File: config.mk
export PLATFORM = sky130hd
export DESIGN_NAME = writeback_queue
export DESIGN_NICKNAME = d
export VERILOG_FILES = /design/src/rtl/cpu_pkg.sv /design/src/rtl/wb_fifo.sv /design/src/rtl/writeback_queue.sv
export SDC_FILE = /design/constraint.sdc
export NUM_CORES = 1
export LEC_CHECK = 0
export CAP_MARGIN = 30
export CORE_ASPECT_RATIO = 2
export CORE_MARGIN = 8
export CORE_UTILIZATION = 52
export DETAILED_ROUTE_END_ITERATION = 6
export GPL_TIMING_DRIVEN = 0
export MAX_ROUTING_LAYER = met4
export PLACE_DENSITY = 0.76
export REMOVE_ABC_BUFFERS = 1
export SETUP_SLACK_MARGIN = 0.15
export SLEW_MARGIN = 20
export SYNTH_ARGS = -nofsm -noshare
export SYNTH_HDL_FRONTEND = slang
export SYNTH_SLANG_ARGS = --single-unit
File: constraint.sdc
create_clock -name clk -period 3 [get_ports clk]
set_clock_uncertainty 0.15 [all_clocks]
set_input_delay 0.75 -clock clk [delete_from_list [all_inputs] [get_ports clk]]
set_output_delay 0.75 -clock clk [all_outputs]
set_load 0.05 [all_outputs]
File: src/rtl/cpu_pkg.sv
// Shared CPU register-file types: write-back queue entry and register-file geometry.
package cpu_pkg;
  localparam int REG_W      = 16;
  localparam int REG_ADDR_W = 3;
  localparam int NUM_REGS   = 8;

  typedef struct packed {
    logic [REG_ADDR_W-1:0] addr;
    logic [REG_W-1:0]      data;
  } wb_entry_t;
endpackage

File: src/rtl/wb_fifo.sv
// Circular buffer taking up to two pushes (a is older than b) and one pop per cycle.
// The entry array is exposed so the top level can scan it for hazards.
module wb_fifo
  import cpu_pkg::*;
#(
  parameter int DEPTH = 4,
  parameter int CW    = $clog2(DEPTH+1),
  parameter int PW    = $clog2(DEPTH)
) (
  input  logic             clk,
  input  logic             rst,
  input  logic             push_a,
  input  wb_entry_t        entry_a,
  input  logic             push_b,
  input  wb_entry_t        entry_b,
  input  logic             pop,
  output wb_entry_t        entries [DEPTH],
  output logic [PW-1:0]    head_ptr,
  output logic [CW-1:0]    count
);
  wb_entry_t     mem [DEPTH];
  logic [PW-1:0] tail_ptr;

  always_ff @(posedge clk) begin
    if (rst) begin
      head_ptr <= '0;
      tail_ptr <= '0;
      count    <= '0;
    end else begin
      if (pop) head_ptr <= head_ptr + PW'(1);
      // When both push, a takes the tail slot and b the one after it.
      if (push_a) begin
        mem[tail_ptr] <= entry_a;
        if (push_b) mem[tail_ptr + PW'(1)] <= entry_b;
      end else if (push_b) begin
        mem[tail_ptr] <= entry_b;
      end
      tail_ptr <= tail_ptr + PW'(push_a) + PW'(push_b);
      count    <= count + CW'(push_a) + CW'(push_b) - CW'(pop);
    end
  end

  assign entries = mem;
endmodule

File: src/rtl/writeback_queue.sv
// Register-file write-back queue: ALU/load intake with r0 filter, one write per
// cycle from the head, and RAW hazard/forward scan for two decode read ports.
module writeback_queue
  import cpu_pkg::*;
#(
  parameter int DEPTH       = 4,
  parameter bit R0_WRITABLE = 1'b0,
  parameter int CW          = $clog2(DEPTH+1)
) (
  input  logic                  clk,
  input  logic                  rst,
  input  logic                  alu_valid,
  output logic                  alu_ready,
  input  logic [REG_ADDR_W-1:0] alu_reg,
  input  logic [REG_W-1:0]      alu_data,
  input  logic                  mem_valid,
  output logic                  mem_ready,
  input  logic [REG_ADDR_W-1:0] mem_reg,
  input  logic [REG_W-1:0]      mem_data,
  output logic                  write_en,
  output logic [REG_ADDR_W-1:0] wreg,
  output logic [REG_W-1:0]      writedata,
  input  logic [REG_ADDR_W-1:0] rega,
  input  logic [REG_ADDR_W-1:0] regb,
  output logic                  hazard_a,
  output logic                  hazard_b,
  output logic [REG_W-1:0]      fwd_a,
  output logic [REG_W-1:0]      fwd_b,
  output logic [CW-1:0]         count
);
  localparam int PW = $clog2(DEPTH);

  wb_entry_t     entries [DEPTH];
  wb_entry_t     head;
  logic [PW-1:0] head_ptr;
  logic          mem_push, alu_push;

  // Readiness looks only at registered occupancy, so it never combinationally
  // depends on valid or on the pop.
  assign mem_ready = (count <= CW'(DEPTH-1));
  assign alu_ready = (count <= CW'(DEPTH-2));

  assign mem_push = mem_valid && mem_ready && (R0_WRITABLE || mem_reg != '0);
  assign alu_push = alu_valid && alu_ready && (R0_WRITABLE || alu_reg != '0);

  wb_fifo #(.DEPTH(DEPTH), .CW(CW), .PW(PW)) u_fifo (
    .clk      (clk),
    .rst      (rst),
    .push_a   (mem_push),
    .entry_a  ('{addr: mem_reg, data: mem_data}),
    .push_b   (alu_push),
    .entry_b  ('{addr: alu_reg, data: alu_data}),
    .pop      (write_en),
    .entries  (entries),
    .head_ptr (head_ptr),
    .count    (count)
  );

  assign head      = entries[head_ptr];
  assign write_en  = (count != '0);
  assign wreg      = write_en ? head.addr : '0;
  assign writedata = write_en ? head.data : '0;

  // Walk oldest to youngest so the last hit leaves the youngest data.
  function automatic logic [REG_W:0] scan(input logic [REG_ADDR_W-1:0] ra);
    logic [REG_W:0] res;
    logic [PW-1:0]  idx;
    res = '0;
    for (int i = 0; i < DEPTH; i++) begin
      idx = head_ptr + PW'(i);
      if (CW'(i) < count && entries[idx].addr == ra)
        res = {1'b1, entries[idx].data};
    end
    if (!R0_WRITABLE && ra == '0) res = '0;
    return res;
  endfunction

  always_comb begin
    {hazard_a, fwd_a} = scan(rega);
    {hazard_b, fwd_b} = scan(regb);
  end
endmodule

; ---- Word-level counts from Yosys, hierarchy flattened
; Index checks and enable logic that the tools add are counted.
[word_totals]
register_bits = 83
inputBits = 48
out_inout_bits = 59
wordCells = 104
[op_classes]
n_addsub = 9
magnitude_cmp = 14
n_eq_ne = 8
n_mux = 34
bitwise_logic = 7
n_reduce_logical = 21
[ops]
columns = operator, count
row1 = $bwmux W76, 3
row2 = $mux W76, 3
row3 = $mux W19, 10
row4 = $mux W17, 10
row5 = $bmux W19 S2, 4
row6 = $demux W19 S2, 2
row7 = $eq A3 B3 Y1, 8
row8 = $ge A3 B3 Y1 const B, 6
row9 = $not A2 Y3, 6
row10 = $mux W16, 1
row11 = $logic_and A1 B1 Y1, 14
row12 = $reduce_bool A3 Y1, 3
row13 = $add A3 B1 Y3, 2
row14 = $le A3 B2 Y1 const B, 2
row15 = $logic_not A3 Y1, 2
row16 = $lt A1 B3 Y1 const A, 2
row17 = $lt A2 B3 Y1 const A, 2
row18 = $lt A3 B1 Y1 const B, 2
row19 = $add A2 B1 Y2, 2
row20 = $add A2 B1 Y2 const B, 2
row21 = $add A2 B2 Y2 const B, 2
row22 = $mux W3, 1
row23 = $sub A3 B1 Y3, 1
row24 = $reduce_and A2 Y1, 1
row25 = other kinds (2), 2

; ---- Logic depth before layout (Yosys ltp)
; Gate-level depths: netlist of run 1.
[depth]
depth_word = 11
mapped_depth = 11
depth_no_buf = 11

; ---- Cells and area by module
; Synthesis of run 1 repeated with hierarchy kept, for this count alone.
[unflattened]
cells_unflattened = 855
hier_area_um2 = 7998.9
[by_module_without_submodules]
columns = module, n_inst, cells_each, area_per_inst_um2, seq_area_each_um2
row1 = wb_fifo, 1, 301, 4377.9, 2422.3
row2 = writeback_queue, 1, 554, 3621.0, 0.0

; ---- Worst setup path before layout of run 1
; No wires, ideal clock.
[synth_timing]
kind = register to output
from = register u_fifo.count[2]
to = output fwd_b[4]
arrival_time_ns = 3.169
t_required_ns = 2.100
slack_ns = -1.069
path_stages_with_launch = 9
n_path_buf = 2
cell_sequence = dfxtp_1 inv_1 ha_1 clkbuf_1 a21oi_1 nand4_1 buf_2 and2_1 a311oi_1
[synth_via]
elab_chain_len = 7
word_cells_on_any_way = 13
cone_classes = order compare (4) / mux (5) / reduce/logical (4)
[synth_lines]
columns = element, line_no
row1 = start: declaration, wb_fifo.sv:19  ; output logic [CW-1:0] count
row2 = start signal: assignment, wb_fifo.sv:39  ; count <= count + CW'(push_a) + CW'(push_b) - CW'(pop);
row3 = $lt A1 B3 Y1, writeback_queue.sv:71  ; if (CW'(i) < count && entries[idx].addr == ra)
row4 = $logic_and A1 B1 Y1, writeback_queue.sv:71
row5 = $mux W17 (3 in series), writeback_queue.sv:71
row6 = $mux W17 (*), writeback_queue.sv:71
row7 = $mux W17 (*), writeback_queue.sv:74  ; if (!R0_WRITABLE && ra == '0) res = '0;
row8 = end: declaration, writeback_queue.sv:28  ; output logic [REG_W-1:0] fwd_b,
; Every way passes the cells marked *; elsewhere a longest branch is shown, timed or not.

; ---- Worst setup path after layout of run 1
[layout_timing]
from = input regb[1]
to = output fwd_b[2]
[layout_via]
elab_chain_len = 7
word_cells_on_any_way = 14
cone_classes = eq/ne (4) / mux (5) / reduce/logical (5)
[layout_lines]
columns = element, line_no
row1 = start: declaration, writeback_queue.sv:24  ; input logic [REG_ADDR_W-1:0] regb,
row2 = $eq A3 B3 Y1, writeback_queue.sv:71
row3 = $logic_and A1 B1 Y1, writeback_queue.sv:71
row4 = $mux W17 (4 in series), writeback_queue.sv:71
row5 = $mux W17 (*), writeback_queue.sv:74
; Marks and branches as above.

==> results of run 1 <==
[repair_timing]
item                                    in CTS  in global routing
resized for setup                          459                171
buffers inserted                            49                 44
pin swaps                                   35                 43
endpoints found under the setup margin     188                105
gates cloned                                 6                  3
[state kept, by name, indices dropped and copies added, names as in the netlist]
register         flops
u_fifo.count         3
u_fifo.entries      76
u_fifo.head_ptr      2
u_fifo.tail_ptr      2
[layout make-up]
| class | count | area (sq um) | area share |
|---|---|---|---|
| antenna | 1 | 2.50 | 0.000208 |
| sequential | 83 | 2430 | 0.202 |
| timing repair buffer | 220 | 2630 | 0.219 |
| clock buffer | 10 | 229 | 0.0190 |
| inverter | 17 | 78.8 | 0.00655 |
| clock inverter | 6 | 66.3 | 0.00551 |
| tap | 198 | 248 | 0.0206 |
| multi-input combinational | 670 | 6340 | 0.527 |
[logic make-up (layout without fill, tap and decap cells)]
group	count (synthesis)	after routing	synth area share
DFF	83	83	0.299
AOI/OAI and AO/OA	215	216	0.171
muxes	180	180	0.295
other	0	1	0
buffers and inverters	86	253	0.0500
xor gates and xnor gates	30	30	0.0370
adders and majority gates	6	6	0.0120
and+or+nand+nor	236	238	0.136
[cells in the final DEF (no fill, tap or decap), drive strengths merged, types with 3 or more instances in the layout]
cell and count:
nor3 4, o21ai 113, o2bb2ai 3, xnor2 23, o2111ai 4, nor2 61, nand2b 17, nor2b 9
o21a 3, or3 3, a21oi 36, o221ai 18, o211ai 11, dfxtp 7, o211a 13, dlygate4sd2 7
clkbuf 13, fa 3, and4b 4, clkinvlp 4, ha 3, nand3 5, clkinv 3, clkdlybuf4s50 43
mux2i 109, xor2 7, inv 15, mux2 31, nand2 108, buf 164, and2 18, mux4 40
a221oi 3, nand4 4, edfxtp 76
[critical path, stage by stage]
cell and delay (ps):
sky130_fd_sc_hd__dlygate4sd2_1 700, sky130_fd_sc_hd__xor2_1 470, sky130_fd_sc_hd__nand3_1 210, sky130_fd_sc_hd__a21oi_4 230, sky130_fd_sc_hd__buf_12 160, sky130_fd_sc_hd__o221ai_2 100
sky130_fd_sc_hd__a221oi_2 330, sky130_fd_sc_hd__buf_6 210
[cells in the mapped netlist (3+ instances only)]
library cell | instances | area (sq um)
sky130_fd_sc_hd__xnor2_1 | 18 | 158
sky130_fd_sc_hd__o211ai_1 | 4 | 30.0
sky130_fd_sc_hd__mux4_2 | 34 | 766
sky130_fd_sc_hd__o221ai_1 | 16 | 140
sky130_fd_sc_hd__nor3_1 | 4 | 20.0
sky130_fd_sc_hd__mux2i_1 | 109 | 1090
sky130_fd_sc_hd__fa_1 | 3 | 60.1
sky130_fd_sc_hd__o21a_1 | 3 | 22.5
sky130_fd_sc_hd__and2_1 | 18 | 113
sky130_fd_sc_hd__o2bb2ai_1 | 3 | 26.3
sky130_fd_sc_hd__buf_1 | 5 | 18.8
sky130_fd_sc_hd__o21ai_0 | 107 | 536
sky130_fd_sc_hd__o211ai_2 | 7 | 87.6
sky130_fd_sc_hd__o21ai_1 | 4 | 20.0
sky130_fd_sc_hd__o2111ai_1 | 4 | 35.0
sky130_fd_sc_hd__inv_1 | 16 | 60.1
sky130_fd_sc_hd__mux2_2 | 24 | 270
sky130_fd_sc_hd__buf_2 | 18 | 90.1
sky130_fd_sc_hd__nor2b_1 | 9 | 56.3
sky130_fd_sc_hd__mux4_1 | 6 | 158
sky130_fd_sc_hd__dfxtp_1 | 7 | 140
sky130_fd_sc_hd__nand2_1 | 108 | 405
sky130_fd_sc_hd__ha_1 | 3 | 37.5
sky130_fd_sc_hd__edfxtp_1 | 76 | 2280
sky130_fd_sc_hd__mux2_4 | 7 | 105
sky130_fd_sc_hd__o211a_1 | 13 | 130
sky130_fd_sc_hd__nand3_1 | 4 | 20.0
sky130_fd_sc_hd__xor2_1 | 7 | 61.3
sky130_fd_sc_hd__a21oi_1 | 35 | 175
sky130_fd_sc_hd__xnor2_2 | 5 | 81.3
sky130_fd_sc_hd__clkbuf_1 | 37 | 139
sky130_fd_sc_hd__nand2b_1 | 17 | 106
sky130_fd_sc_hd__nor2_1 | 59 | 221
sky130_fd_sc_hd__or3_1 | 3 | 18.8
sky130_fd_sc_hd__buf_6 | 7 | 78.8
[power by group through the flow]
stage	registers, mW	clock network [mW]	logic (mW)
2_1_floorplan	2.18	0	5.75
4_1_cts	1.99	1.14	10.1
3_3_place_gp	2.32	0	8.09
3_5_place_dp	2.13	0	8.59
5_1_grt	2.10	1.22	12.9
6_report	2.08	1.19	12.7
[worst max path at each step]
stage,from,end,depth (start not counted)
after floorplan,u_fifo.head_ptr[0]$_SDFFE_PP0N_,fwd_b[4],5
after global placement,u_fifo.head_ptr[0]$_SDFFE_PP0N_,fwd_b[15],6
after detailed placement,u_fifo.head_ptr[1]$_SDFFE_PP0N_,fwd_b[2],8
after CTS,u_fifo.head_ptr[0]$_SDFFE_PP0N_,fwd_a[11],9
after global routing,u_fifo.head_ptr[0]$_SDFFE_PP0N_,fwd_b[2],12
final,regb[1],fwd_b[2],8
[stage by stage]
stage,area [sq um],cells
floorplan,7770,767
global placement,9070,1071
detailed placement,9540,1087
CTS,10900,1158
global route,12000,1205
finish,12000,1205
[per-layer routing]
layer  vias to the layer above  part of all wire  global-route usage
met2                      1169              0.45               0.586
met5                         -                 0                   -
met4                         0              0.13               0.307
met3                       531              0.15               0.110
li1                       3471                 -                   -
met1                      4296              0.28               0.364
==> run summary, run 1 <==
The flow ran to the end, but the final reports show violations. The checks that failed: design-rule violations, negative setup slack. The half-perimeter wire length after placement came out at 19200 um.

The count of clock tree sinks is 83. The cell at the root of the clock tree is sky130_fd_sc_hd__clkbuf_16. The number of detailed-routing iterations run before antenna repair came out at 7. The path class of the tightest hold or removal check is reg -> reg. The number of slew-limit violations in the final report is 0. The clock period minus worst slack is 4080 ps. The total via count in the routed design came out at 9467. The layout cell share with drive strength beyond 1 is 0.417. The area growth from synthesis to final layout came out at 48.4%. The category of the most critical setup path is in -> out.

The overall die width came out at 104 um. The number of nets in the finished design is 1055. In this run the vertical extent of the chip is 193 um. The net switching share of the total power is 0.523. The clock passes through at most 2 buffers. The minimum hold slack came out at 510 ps. The remaining routing DRC violations is 3. In this run, the number of DRC markers left after iteration 0 of detailed routing was 1502. The maximum resistive drop on vdd is 0.932 mV. The power density over the cells is 1320 nW/um^2. Entering global routing, the biggest net connects 39 pins. The number of flops mapped to enable cells by yosys is 76. The post-layout total power came out at 15.9 mW. STA classifies the critical path endpoint as an output port. Pin placement for this block handled 107 I/O pins. The area of the die is 20100 sq um.

The number of nets still failing antenna checks after routing is 0. The TritonCTS buffer count came out at 9. The setup slack on the worst flop-to-flop path came out at -480 ps. The number of buffers inserted by port buffering came out at 106. After clock tree synthesis, the clock-pin slew on the worst setup and hold paths is 60 ps. After synthesis, the mean cell area works out to 9.70 sq um. The cell depth of the worst min-delay path came out at 2. The worst hold path terminates at u_fifo.tail_ptr[1]$_SDFF_PP0_. The core box area came out at 15300 sq um.

For this run, the leading register cell type out of synthesis is sky130_fd_sc_hd__edfxtp_1. The number of H-tree levels came out at 3. The TritonCTS clock tree is yes. The initial antenna violation count is 1. The number of max-cap violations is 0. The overall fraction of global-route tracks in use is 0.367. Summed over all failing endpoints, the final setup total negative slack is -39390 ps.

The maximum fanout count along the critical path came out at 7. The final core area utilization is 0.787. Setup repair after global routing could not meet its margin everywhere. At the pin with the least slew margin, the transition time is 944 ps. Global routing finished with a remaining overflow of 0. The post-synth design cell area is 8110 sq um. The reg-to-reg startpoint is u_fifo.count[2]$_SDFF_PP0_. The first-pass GRT wire length is 53600 um. The worst setup path is launched from an input pin.

The number of instances in the synthesized netlist is 836. The depth of the worst register-to-register path came out at 6. The smallest setup slack after layout is -1080 ps.

The number of different library cells used by synthesis comes to 60. For this run, the register share of the synthesized area comes to 0.299. The worst flop-to-flop path endpoint is u_fifo.entries[2]$_DFFE_PP_. The share of total power dissipated in the clock network is 0.075. The arrival time at the worst endpoint is 3180 ps.

The relative slew slack came out at 0.370. Static timing analysis puts the maximum clock frequency at 0.245 GHz. In the final routed layout, each cell accounts on average for 35.3 um. The number of rows in the core area came out at 64.

The part of the power in combinational logic is 0.795. Counting flops with an async set or reset pin after synthesis yields a share of 0. The endpoint required time on the critical path came out at 2100 ps. The post-detailed-routing wire length came out at 42600 um. The source of the worst hold timing path is u_fifo.tail_ptr[1]$_SDFF_PP0_. The flip-flop and latch count after synthesis is 83.

The final number of setup-violating endpoints came out at 61. At the placement stage, the worst setup path has a slack of -2030 ps. For this design the static power due to leakage is 4.75 nW.

The net switching power came out at 8.34 mW. The register share of total power came out at 0.131. The initial core utilization came out at 0.530.

Yosys printed 0 warnings. The fill cell instance count of the final layout is 817. The via count of the first global-routing pass is 8993. The routability congestion estimate from global placement came out at 0.949. The final hold violation count was 0. The post-detailed-route via-to-cell ratio is 7.86. The share of the clock period used by the worst path after layout came out at 1.36. The number of hold-repair buffers added at the cts stage came out at 0.

The clock latency at the later pin of the worst-skew pair is 360 ps. The cell internal power dissipation came out at 7.60 mW.
No activity file was read; power rests on OpenSTA's default activity.
==> run 2: changes to the inputs <==
--- a/config.mk
+++ b/config.mk
@@ -8,11 +8,11 @@
 export CAP_MARGIN = 30
 export CORE_ASPECT_RATIO = 2
 export CORE_MARGIN = 8
-export CORE_UTILIZATION = 52
+export CORE_UTILIZATION = 45
 export DETAILED_ROUTE_END_ITERATION = 6
 export GPL_TIMING_DRIVEN = 0
 export MAX_ROUTING_LAYER = met4
-export PLACE_DENSITY = 0.76
+export PLACE_DENSITY = 0.67
 export REMOVE_ABC_BUFFERS = 1
 export SETUP_SLACK_MARGIN = 0.15
 export SLEW_MARGIN = 20
==> run summary, run 2 (synthesized netlist as in run 1, its figures left out) <==
Once layout is done, the placed cells without fillers occupy 11900 sq um. The share of the clock period used by the worst path after layout is 1.33. Together, buffers and inverters on the worst path number 3. The kind of cell adding the most delay to the critical path is multiplexers. The layout cell share with drive strength beyond 1 is 0.422. The final number of setup-violating endpoints is 41. The source of the worst hold timing path is u_fifo.tail_ptr[1]$_SDFF_PP0_. The congestion estimate from routability-driven global placement came to 0.911.

The detailed router's first-iteration violation count came out at 1035. The number of slew-limit violations in the final report is 0. The overall die width came out at 111 um. In this run the cell area measured after placement is 9570 sq um. After clock tree synthesis, the clock-pin slew on the worst setup and hold paths is 70 ps. In this run the number of H-tree levels came out at 3. The sequential standard cell area is 2440 sq um.

The final hold violation count is 0. The post-detailed-routing wire length came out at 39100 um. The final route contains 8851 vias.

The relative slew slack is 0.425. The die covers 22800 sq um. Leaving out fill and tap cells, the most frequent cells in the layout are 103 x sky130_fd_sc_hd__o21ai_0, 100 x sky130_fd_sc_hd__nand2_1, 96 x sky130_fd_sc_hd__mux2i_1. The clock latency at the later pin of the worst-skew pair came out at 360 ps.

The count of nets left with antenna violations once routing finished came out at 0. The initial core utilization came out at 0.458. The fill cell instance count of the final layout is 1231. The checks that failed: negative setup slack. The power density over the cells is 1280 nW/um^2. The post-placement cell count is 1102. Setup repair after global routing could not meet its margin everywhere. The total congestion overflow after global routing is 0. Relative to the synthesized area, the layout overhead comes to 46.9%. For the worst setup path, the data required time is 2100 ps. The number of detailed-routing iterations run before antenna repair is 6.

The setup slack on the worst flop-to-flop path is 160 ps. The top achievable clock speed is 0.251 GHz. The number of diodes added for antenna fixing is 0.

The post-layout total power is 15.3 mW. The worst hold path class is reg -> reg. The smallest setup slack after layout came out at -992 ps.

The I/O pin count is 107. Counting the buffers created by CTS gives 9. The multi-input gate area in the final layout is 6170 sq um. The minimum hold slack came out at 515 ps. The die extent in y came out at 206 um. STA classifies the critical path endpoint as an output port. The number of rows in the core area is 69. The initial antenna violation count came to 0.

The slowest library cell on the worst path is sky130_fd_sc_hd__mux4_2. The post-layout instance count excluding filler cells is 1223. Using the TritonRoute via totals, the vias-per-cell ratio works out to 7.24. Summed over all cells, the static leakage comes to 4.80 nW.

The number of max-cap violations is 0. For the worst setup path, the data arrival time is 3090 ps. The core box area came out at 17700 sq um. The final core area utilization is 0.673.

Detailed placement ended at an HPWL of 20100 um. The maximum fanout count along the critical path is 15. The buffer levels on the longest clock path is 2. TritonCTS built the clock tree. The number of buffers inserted by port buffering came out at 106. In the routed design, unresolved DRC markers number 0.

The slew at the pin closest to its max-slew limit is 861 ps. The flow ran to the end, but the final reports show violations. Dividing the detail-routed wire length by the instance count gives 31.9 um.

The flip-flop count of the largest register, all copies and words added is 76. In the final design database the tool counted 1059 nets. Entering global routing, the biggest net connects 39 pins. The overall fraction of global-route tracks in use came out at 0.317. Leaving out fill and tap cells, the most frequent cell in the layout is sky130_fd_sc_hd__o21ai_0. The category of the most critical setup path is reg -> out. Across the VDD grid, the largest voltage drop is 1.01 mV. The via count of the first global-routing pass came out at 8728.

The clock period minus worst slack is 3990 ps. The first global-routing pass estimated 53100 um of wire. In this design, the critical path's most frequently occurring cell is sky130_fd_sc_hd__buf_6. The worst setup path is launched from a flip-flop. CTS saw 83 sinks.

Clock tree synthesis selected as its root buffer the cell sky130_fd_sc_hd__clkbuf_16. The worst register-to-register path begins at u_fifo.tail_ptr[0]$_SDFF_PP0_. The critical path goes through buf_4, mux4_2, xnor2_2, nand3_4, buf_6, o21ai_0, a21oi_2, buf_6. The delay of the slowest cell on the worst path came out at 600 ps.

The number of hold-repair buffers added at the cts stage came out at 0. The launching element of the worst setup path is u_fifo.entries[74]$_DFFE_PP_.
-- run 2: repair_timing --
action                                 4_1_cts  5_1_grt
pin swaps                                   47       50
gates resized for setup                    480      137
buffers inserted                            58       35
setup endpoints to repair                  203      125
cloned                                       9        3
endpoints found under the hold margin        0        0
-- run 2: routing by layer --
metal | vias up | track usage | wire length, um | share of wire
met5 | - | - | 0 | 0
met4 | 0 | 0.267 | 3950 | 0.10
met1 | 4177 | 0.306 | 11900 | 0.30
met3 | 339 | 0.0619 | 4460 | 0.11
li1 | 3482 | - | - | -
met2 | 853 | 0.539 | 18800 | 0.48
-- run 2: layout make-up --
class / count / area share
Clock buffer: 10 / 0.0192
Clock inverter: 6 / 0.00557
Inverter: 17 / 0.00641
Multi-Input combinational cell: 670 / 0.518
Sequential cell: 83 / 0.205
Tap cell: 213 / 0.0224
Timing Repair Buffer: 224 / 0.224
-- run 2: stage by stage --
stage,setup TNS [ps],worst slack [ps]
6_report,-30430,-992
5_1_grt,-31970,-1000
4_1_cts,-23620,-756
3_5_place_dp,-167160,-2330
3_3_place_gp,-577480,-5340
2_1_floorplan,-179810,-3930
-- run 2: where the power goes --
part	total, mW	internal (mW)	switching [mW]
registers	2.01	1.68	0.326
clock network	1.16	0.646	0.517
logic	12.1	5.13	6.99
-- run 2: worst register-to-register path: cells and delay by family, from the launching register on --
family	cells	cell delay [ps]
compound gates	3	1080
flops	1	550
simple gates	2	460
buf+inv	2	440
-- run 2: path summary, 6_finish.rpt --
path	end	cells past startpoint
max	fwd_b[13]	8
min	u_fifo.tail_ptr[1]$_SDFF_PP0_	2
max reg2reg	u_fifo.entries[58]$_DFFE_PP_	7
min reg2reg	u_fifo.tail_ptr[1]$_SDFF_PP0_	2
